**config.mk**
```make
export PLATFORM = sky130hd
export DESIGN_NAME = tlb_pipe
export DESIGN_NICKNAME = d
export VERILOG_FILES = /design/src/rtl/tlb_pipe.sv
export SDC_FILE = /design/constraint.sdc
export NUM_CORES = 2
export LEC_CHECK = 0
export ABC_CLOCK_PERIOD_IN_PS = 8500
export BUFFER_PORTS_ARGS = -buffer_cell sky130_fd_sc_hd__buf_2
export CAP_MARGIN = 20
export CORE_ASPECT_RATIO = 0.8
export CORE_MARGIN = 5
export CORE_UTILIZATION = 30
export DETAILED_ROUTE_END_ITERATION = 6
export GPL_ROUTABILITY_DRIVEN = 0
export PLACE_DENSITY = 0.44
export RECOVER_POWER = 100
export REMOVE_ABC_BUFFERS = 1
export SLEW_MARGIN = 20
export SYNTH_ARGS = -nofsm -noshare
export SYNTH_HDL_FRONTEND = slang
export SYNTH_SLANG_ARGS = --single-unit
```
**constraint.sdc**
```tcl
create_clock -name clk -period 8.5 [get_ports clk]
set_input_delay 0.425 -clock clk [delete_from_list [all_inputs] [get_ports clk]]
set_output_delay 0.425 -clock clk [all_outputs]
set_load 0.1 [all_outputs]
```
**src/rtl/tlb_pipe.sv**
```systemverilog
// Fully associative dual-page TLB with two registered search ports, present bits,
// Random index counter and a sequential invalidate walker. Optional: TLB_MULTIHIT_EN.
module tlb_pipe #(
    parameter int TLBNUM = 16,
    parameter int WIRED  = 0
) (
    input  logic                      clk,
    input  logic                      reset,
    input  logic                      s0_valid,
    input  logic [18:0]               s0_vpn2,
    input  logic                      s0_odd_page,
    input  logic [7:0]                s0_asid,
    output logic                      s0_resp_valid,
    output logic                      s0_found,
    output logic                      s0_multi,
    output logic [$clog2(TLBNUM)-1:0] s0_index,
    output logic [19:0]               s0_pfn,
    output logic [2:0]                s0_c,
    output logic                      s0_d,
    output logic                      s0_v,
    input  logic                      s1_valid,
    input  logic [18:0]               s1_vpn2,
    input  logic                      s1_odd_page,
    input  logic [7:0]                s1_asid,
    output logic                      s1_resp_valid,
    output logic                      s1_found,
    output logic                      s1_multi,
    output logic [$clog2(TLBNUM)-1:0] s1_index,
    output logic [19:0]               s1_pfn,
    output logic [2:0]                s1_c,
    output logic                      s1_d,
    output logic                      s1_v,
    input  logic                      we,
    input  logic [$clog2(TLBNUM)-1:0] w_index,
    input  logic [18:0]               w_vpn2,
    input  logic [7:0]                w_asid,
    input  logic                      w_g,
    input  logic [19:0]               w_pfn0,
    input  logic [2:0]                w_c0,
    input  logic                      w_d0,
    input  logic                      w_v0,
    input  logic [19:0]               w_pfn1,
    input  logic [2:0]                w_c1,
    input  logic                      w_d1,
    input  logic                      w_v1,
    input  logic [$clog2(TLBNUM)-1:0] r_index,
    output logic [18:0]               r_vpn2,
    output logic [7:0]                r_asid,
    output logic                      r_g,
    output logic [19:0]               r_pfn0,
    output logic [2:0]                r_c0,
    output logic                      r_d0,
    output logic                      r_v0,
    output logic [19:0]               r_pfn1,
    output logic [2:0]                r_c1,
    output logic                      r_d1,
    output logic                      r_v1,
    output logic                      r_e,
    output logic [$clog2(TLBNUM)-1:0] rand_index,
    input  logic                      inv_req,
    input  logic [1:0]                inv_mode,
    input  logic [7:0]                inv_asid,
    input  logic [18:0]               inv_vpn2,
    output logic                      inv_busy,
    output logic                      inv_done
);
    localparam int IDX = $clog2(TLBNUM);
    localparam logic [IDX-1:0] LAST    = IDX'(TLBNUM - 1);
    localparam logic [IDX-1:0] WIRED_I = IDX'(WIRED);
    localparam logic [1:0] S_IDLE = 2'd0;
    localparam logic [1:0] S_WALK = 2'd1;
    localparam logic [1:0] S_DONE = 2'd2;

    logic [18:0] ent_vpn2_q [TLBNUM];
    logic [7:0]  ent_asid_q [TLBNUM];
    logic        ent_g_q    [TLBNUM];
    logic [19:0] ent_pfn0_q [TLBNUM];
    logic [2:0]  ent_c0_q   [TLBNUM];
    logic        ent_d0_q   [TLBNUM];
    logic        ent_v0_q   [TLBNUM];
    logic [19:0] ent_pfn1_q [TLBNUM];
    logic [2:0]  ent_c1_q   [TLBNUM];
    logic        ent_d1_q   [TLBNUM];
    logic        ent_v1_q   [TLBNUM];
    logic [TLBNUM-1:0] ent_e_q;

    logic [1:0]     state_q, state_d;
    logic [IDX-1:0] cnt_q, cnt_d;
    logic [1:0]     mode_q;
    logic [7:0]     key_asid_q;
    logic [18:0]    key_vpn2_q;
    logic [IDX-1:0] rand_q, rand_d;
    logic           wr_ok, inv_hit;

    assign inv_busy = (state_q != S_IDLE);
    assign inv_done = (state_q == S_DONE);
    assign wr_ok    = we && !inv_busy;

    always_ff @(posedge clk) begin
        if (wr_ok) begin
            ent_vpn2_q[w_index] <= w_vpn2;
            ent_asid_q[w_index] <= w_asid;
            ent_g_q[w_index]    <= w_g;
            ent_pfn0_q[w_index] <= w_pfn0;
            ent_c0_q[w_index]   <= w_c0;
            ent_d0_q[w_index]   <= w_d0;
            ent_v0_q[w_index]   <= w_v0;
            ent_pfn1_q[w_index] <= w_pfn1;
            ent_c1_q[w_index]   <= w_c1;
            ent_d1_q[w_index]   <= w_d1;
            ent_v1_q[w_index]   <= w_v1;
        end
    end

    assign r_vpn2 = ent_vpn2_q[r_index];
    assign r_asid = ent_asid_q[r_index];
    assign r_g    = ent_g_q[r_index];
    assign r_pfn0 = ent_pfn0_q[r_index];
    assign r_c0   = ent_c0_q[r_index];
    assign r_d0   = ent_d0_q[r_index];
    assign r_v0   = ent_v0_q[r_index];
    assign r_pfn1 = ent_pfn1_q[r_index];
    assign r_c1   = ent_c1_q[r_index];
    assign r_d1   = ent_d1_q[r_index];
    assign r_v1   = ent_v1_q[r_index];
    assign r_e    = ent_e_q[r_index];

    // Mode 3 is reserved and behaves like mode 0 (flush everything).
    always_comb begin
        case (mode_q)
            2'd1:    inv_hit = !ent_g_q[cnt_q] && (ent_asid_q[cnt_q] == key_asid_q);
            2'd2:    inv_hit = (ent_g_q[cnt_q] || (ent_asid_q[cnt_q] == key_asid_q))
                               && (ent_vpn2_q[cnt_q] == key_vpn2_q);
            default: inv_hit = 1'b1;
        endcase
    end

    always_comb begin
        state_d = state_q;
        cnt_d   = cnt_q;
        case (state_q)
            S_IDLE: if (inv_req) begin
                state_d = S_WALK;
                cnt_d   = '0;
            end
            S_WALK: begin
                cnt_d = cnt_q + IDX'(1);
                if (cnt_q == LAST) state_d = S_DONE;
            end
            default: state_d = S_IDLE;
        endcase
    end

    always_comb begin
        if (wr_ok || rand_q == WIRED_I) rand_d = LAST;
        else                            rand_d = rand_q - IDX'(1);
    end

    assign rand_index = rand_q;

    always_ff @(posedge clk) begin
        if (reset) begin
            state_q    <= S_IDLE;
            cnt_q      <= '0;
            mode_q     <= 2'd0;
            key_asid_q <= '0;
            key_vpn2_q <= '0;
            rand_q     <= LAST;
            ent_e_q    <= '0;
        end else begin
            state_q <= state_d;
            cnt_q   <= cnt_d;
            rand_q  <= rand_d;
            if (state_q == S_IDLE && inv_req) begin
                mode_q     <= inv_mode;
                key_asid_q <= inv_asid;
                key_vpn2_q <= inv_vpn2;
            end
            // Writes are blocked while busy, so the set and clear never collide.
            if (wr_ok) ent_e_q[w_index] <= 1'b1;
            if (state_q == S_WALK && inv_hit) ent_e_q[cnt_q] <= 1'b0;
        end
    end

    logic [1:0]       sk_valid, sk_odd;
    logic [1:0][18:0] sk_vpn2;
    logic [1:0][7:0]  sk_asid;
    assign sk_valid = {s1_valid, s0_valid};
    assign sk_odd   = {s1_odd_page, s0_odd_page};
    assign sk_vpn2  = {s1_vpn2, s0_vpn2};
    assign sk_asid  = {s1_asid, s0_asid};

    for (genvar p = 0; p < 2; p++) begin : g_srch
        logic [TLBNUM-1:0] hit;
        logic [IDX-1:0]    hidx;
        logic              mhit;
        logic              rv_q, found_q, multi_q;
        logic [IDX-1:0]    idx_q;
        logic [19:0]       pfn_q;
        logic [2:0]        c_q;
        logic              d_q, v_q;

        always_comb begin
            hit = '0;
            for (int i = 0; i < TLBNUM; i++)
                hit[i] = ent_e_q[i] && (ent_vpn2_q[i] == sk_vpn2[p])
                         && (ent_g_q[i] || (ent_asid_q[i] == sk_asid[p]));
        end

        always_comb begin
            hidx = '0;
            for (int i = TLBNUM - 1; i >= 0; i--)
                if (hit[i]) hidx = IDX'(i);
        end

`ifdef TLB_MULTIHIT_EN
        assign mhit = |(hit & (hit - TLBNUM'(1)));
`else
        assign mhit = 1'b0;
`endif

        always_ff @(posedge clk) begin
            if (reset) begin
                rv_q    <= 1'b0;
                found_q <= 1'b0;
                multi_q <= 1'b0;
                idx_q   <= '0;
                pfn_q   <= '0;
                c_q     <= '0;
                d_q     <= 1'b0;
                v_q     <= 1'b0;
            end else begin
                rv_q <= sk_valid[p];
                if (sk_valid[p]) begin
                    found_q <= |hit;
                    multi_q <= mhit;
                    idx_q   <= hidx;
                    // A miss returns a zero payload rather than a stale entry.
                    if (!(|hit)) begin
                        pfn_q <= '0;
                        c_q   <= '0;
                        d_q   <= 1'b0;
                        v_q   <= 1'b0;
                    end else if (sk_odd[p]) begin
                        pfn_q <= ent_pfn1_q[hidx];
                        c_q   <= ent_c1_q[hidx];
                        d_q   <= ent_d1_q[hidx];
                        v_q   <= ent_v1_q[hidx];
                    end else begin
                        pfn_q <= ent_pfn0_q[hidx];
                        c_q   <= ent_c0_q[hidx];
                        d_q   <= ent_d0_q[hidx];
                        v_q   <= ent_v0_q[hidx];
                    end
                end
            end
        end
    end

    assign s0_resp_valid = g_srch[0].rv_q;
    assign s0_found      = g_srch[0].found_q;
    assign s0_multi      = g_srch[0].multi_q;
    assign s0_index      = g_srch[0].idx_q;
    assign s0_pfn        = g_srch[0].pfn_q;
    assign s0_c          = g_srch[0].c_q;
    assign s0_d          = g_srch[0].d_q;
    assign s0_v          = g_srch[0].v_q;
    assign s1_resp_valid = g_srch[1].rv_q;
    assign s1_found      = g_srch[1].found_q;
    assign s1_multi      = g_srch[1].multi_q;
    assign s1_index      = g_srch[1].idx_q;
    assign s1_pfn        = g_srch[1].pfn_q;
    assign s1_c          = g_srch[1].c_q;
    assign s1_d          = g_srch[1].d_q;
    assign s1_v          = g_srch[1].v_q;
endmodule

```
==> results.md <==
- Status: complete, but fails checks
- Failing checks: capacitance limit, slew limit
- Chip height: 481 um
- Final setup fails: 0
- Post-Synth XOR/XNOR Area: 9.42%
- Final Cycle Share: 92.8%
- CTS clk-pin slew, worst paths: 0.06 ns
- Postcts setup bufs: 0
- Nets: 6,963
- Final hold vios: 0
- Part of the power in registers: 45.0%
- Post-cts sizing count: 0
- Comb pwr share: 11.2%
- First-pass GRT wire length: 555 mm
- Clk root buf: clkbuf_16
- CTS tree: yes
- Adder-Cell Fraction of Synth Area: 0.105%
- # port buffers: 323
- Dpl cell area: 88,700 um^2
- CTS Hold Buffers Added: 99
- Total power draw: 16,700 uW
- Placed cell count: 10,167
- Crit path capture type: register
- Avg Cell Area, Syn: 12.6 um^2
- Share of cells above drive strength 1: 18.3%
- Initial DRC Count: 10,465
- Synth Area in Compound Gates: 8.12%
- Simple-gate share of the synthesized area: 11.7%
- Grt ovf: 0
- Final Cell Area: 94,700 um^2
- Seq cells post-synth: 1,369
- Synth warnings: 0
- RSZ-0062 raised after global routing: false
- Tmin final: 7.89 ns
- Initial antenna violation count: 36
- First drt pass iteration count: 7
- Switching part of the total: 26.8%
- Achievable frequency: 127 MHz
- Antenna-violating nets left: 0
- Final Skew: 0.0472 ns
- Die Area: 288,000 um^2
- Pin count of the biggest net entering global routing: 128
- Crit Path Max Fanout: 39
- Cell variety after synth: 89
- Slew HR: -296%
- Vias per cell: 6.36
- NetSw: 4480 uW
- Hold WC Path Type: input pin to register
- DIE WIDTH: 598 um
- Ports: 326
- Drt total wl: 413 mm
- Core Area: 275,000 um^2
- Grt met1 use: 37.2%
- CP required: 9.18 ns
- Internal power: 12,300 uW
- Remaining DRCs: 0
- Maxcap violations: 36
- Layout Cells excl Fill: 10,593
- Most Crowded Layer GR: met2
- Arrival time worst endpoint: 8.57 ns
- CP startpoint kind: register
- Synthesized cell area: 83,100 um^2
- Insertion delay to the later sink of the worst-skew pair: 0.85 ns
- Vias: 67,404
- H-tree levels: 4
- PwrDens: 177 nW/um^2
- Post-synthesis mux area share: 19.4%
- Clock Path Buffers: 3
- Synth-to-layout area growth: 14.0%
- FFs w/ async S/R, synth: 0%
- Vias in the first global route: 63,906
- Worst-margin pin slew: 5.94 ns
- Main combinational cell family by area after synthesis: multiplexers
- Post-synth EDFFs: 1,248
- Synth Flop Type: edfxtp_1
- Total GRT Usage: 27.7%
- Initial Util: 30.2%
- Sink Count: 1,369
- Total CTS buffers: 163
- Clock network fraction of design power: 43.8%
- Max VDD drop: 201 uV
- Number of core rows: 172
- Leakage power: 0.0294 uW
- Critical path class: register to register
- Grt met3 use: 9.16%
- Final core utilization: 34.4%
- Syn Inst Count: 6,616
- Slew Viols, Final: 1,466
- Drt wl/cell: 39.0 um
- M2 GR Usage: 40.0%
- Sequential area share after synthesis: 48.0%
- Dpl hpwl: 264 mm
cells by family (layout without fill, tap and decap cells):
logic type	Yosys count	after routing
buffers and inverters	591	888
xor gates and xnor gates	894	894
other	1	27
AOI/OAI and AO/OA	982	982
DFF	1369	1369
muxes	919	919
adders and majority gates	7	7
and+or+nand+nor	1853	1853
worst max-delay path, stage by stage (launching register included):
cell and delay [ns]:
edfxtp_1 0.49, xor2_1 0.21, nor4_1 0.70, a21oi_1 0.53, nor4_1 1.58, a31oi_1 0.73
a22o_1 1.29, buf_12 0.55, clkbuf_1 0.38, and3_1 0.31, o31ai_1 0.37, nand2_1 0.25
a21oi_1 0.18, o21ai_1 0.08
area by class of cell:
cell class / instances / area (um^2)
clock inverters: 73 / 906
multi-input cells: 4657 / 40900
repair buffers: 576 / 3710
well taps: 3654 / 4570
diodes: 25 / 62.6
inverters: 12 / 45.0
clock buffers: 227 / 4630
fillers: 26876 / 181000
flip-flops and latches: 1369 / 39900
flip-flops by register name, summed over array words and instances, names as in the netlist, 19 cells and up, named ones only:
signal / flops
ent_asid_q: 128
ent_c0_q: 48
ent_c1_q: 48
ent_pfn0_q: 320
ent_pfn1_q: 320
ent_vpn2_q: 304
key_vpn2_q: 19
s0_pfn: 20
s1_pfn: 20
power by group through the flow:
| stage | registers (uW) | logic [uW] | clock network (uW) |
|---|---|---|---|
| 2_1_floorplan | 7650 | 986 | 0 |
| 3_3_place_gp | 7650 | 1810 | 0 |
| 3_5_place_dp | 7650 | 1810 | 0 |
| 4_1_cts | 7510 | 1860 | 7440 |
| 5_1_grt | 7530 | 1920 | 7720 |
| 6_report | 7530 | 1880 | 7340 |
final timing paths:
path | start | to | slack (ns) | cells after the start
worst min-delay path | s0_valid | s0_found | 0.12 | 3
worst min register to register | rand_index[0] | rand_index[0] | 0.42 | 1
worst max-delay path | ent_asid_q[8][3] | s0_pfn[17] | 0.61 | 13
worst max register to register | ent_asid_q[8][3] | s0_pfn[17] | 0.61 | 13
cell usage after synthesis, types with 24 or more instances:
| cell | instances | area, um^2 |
|---|---|---|
| or4_1 | 48 | 360 |
| and3_1 | 57 | 357 |
| a31oi_1 | 57 | 357 |
| edfxtp_1 | 1248 | 37500 |
| and2_1 | 88 | 551 |
| mux4_2 | 535 | 12000 |
| a21oi_1 | 169 | 846 |
| a21boi_0 | 44 | 330 |
| buf_4 | 45 | 338 |
| o21ai_1 | 43 | 215 |
| nand4b_1 | 36 | 315 |
| a211o_1 | 24 | 210 |
| buf_2 | 166 | 831 |
| nor4_1 | 320 | 2000 |
| a21boi_1 | 28 | 210 |
| a32o_1 | 24 | 240 |
| nand4_1 | 155 | 970 |
| nand2_1 | 493 | 1850 |
| o2bb2ai_1 | 24 | 210 |
| nand3_1 | 384 | 1920 |
| mux2i_1 | 216 | 2160 |
| nor4b_1 | 36 | 315 |
| buf_1 | 76 | 285 |
| nor2_1 | 174 | 653 |
| xnor2_1 | 236 | 2070 |
| o22a_1 | 24 | 210 |
| mux2_2 | 168 | 1890 |
| dfxtp_1 | 121 | 2420 |
| o31ai_1 | 47 | 353 |
| clkbuf_1 | 276 | 1040 |
| xor2_1 | 658 | 5760 |
| a2111oi_0 | 46 | 403 |
| o21ai_0 | 200 | 1000 |
| a211oi_1 | 66 | 495 |
| o2111ai_1 | 25 | 219 |
| a22oi_1 | 51 | 383 |
cells in the final DEF (no fill, tap or decap), types with 25 or more instances in the layout:
cell type and instances:
buf_4 92, clkbuf_1 283, and3_1 54, dlygate4sd3_1 99
edfxtp_1 1248, xor2_1 658, a31oi_1 56, nor4_1 318
a21oi_1 168, a21boi_1 28, nor4b_1 36, a211oi_1 66
xnor2_1 236, a2111oi_0 46, clkbuf_8 26, o21ai_0 207
nand4_1 155, o31ai_1 47, nand2_1 485, nand4b_1 36
nand3_1 383, dfxtp_1 117, or4_1 48, nor2_1 158
o2111ai_1 25, and2_1 77, buf_2 98, clkbuf_16 166
a22oi_1 51, diode_2 25, a21boi_0 43, mux4_2 535
mux2i_1 216, o21ai_1 33, mux2_2 168
routing by layer:
layer  routed length, um  up-vias
met1              165000    34746
li1                    -    26500
met3               51000     1032
met5                 404        -
met2              173000     5116
met4               24600       10
per-stage QoR:
step                      TNS [ns]  setup WS (ns)  hold slack [ns]
after floorplan            -132.63          -3.59            0.442
after global placement           0           1.70            0.396
after CTS                        0           2.03        0.0000598
final                            0          0.611            0.118
after global routing             0          0.894           0.0676
after detailed placement         0           1.67            0.407
(Power assumes the default switching activity.)
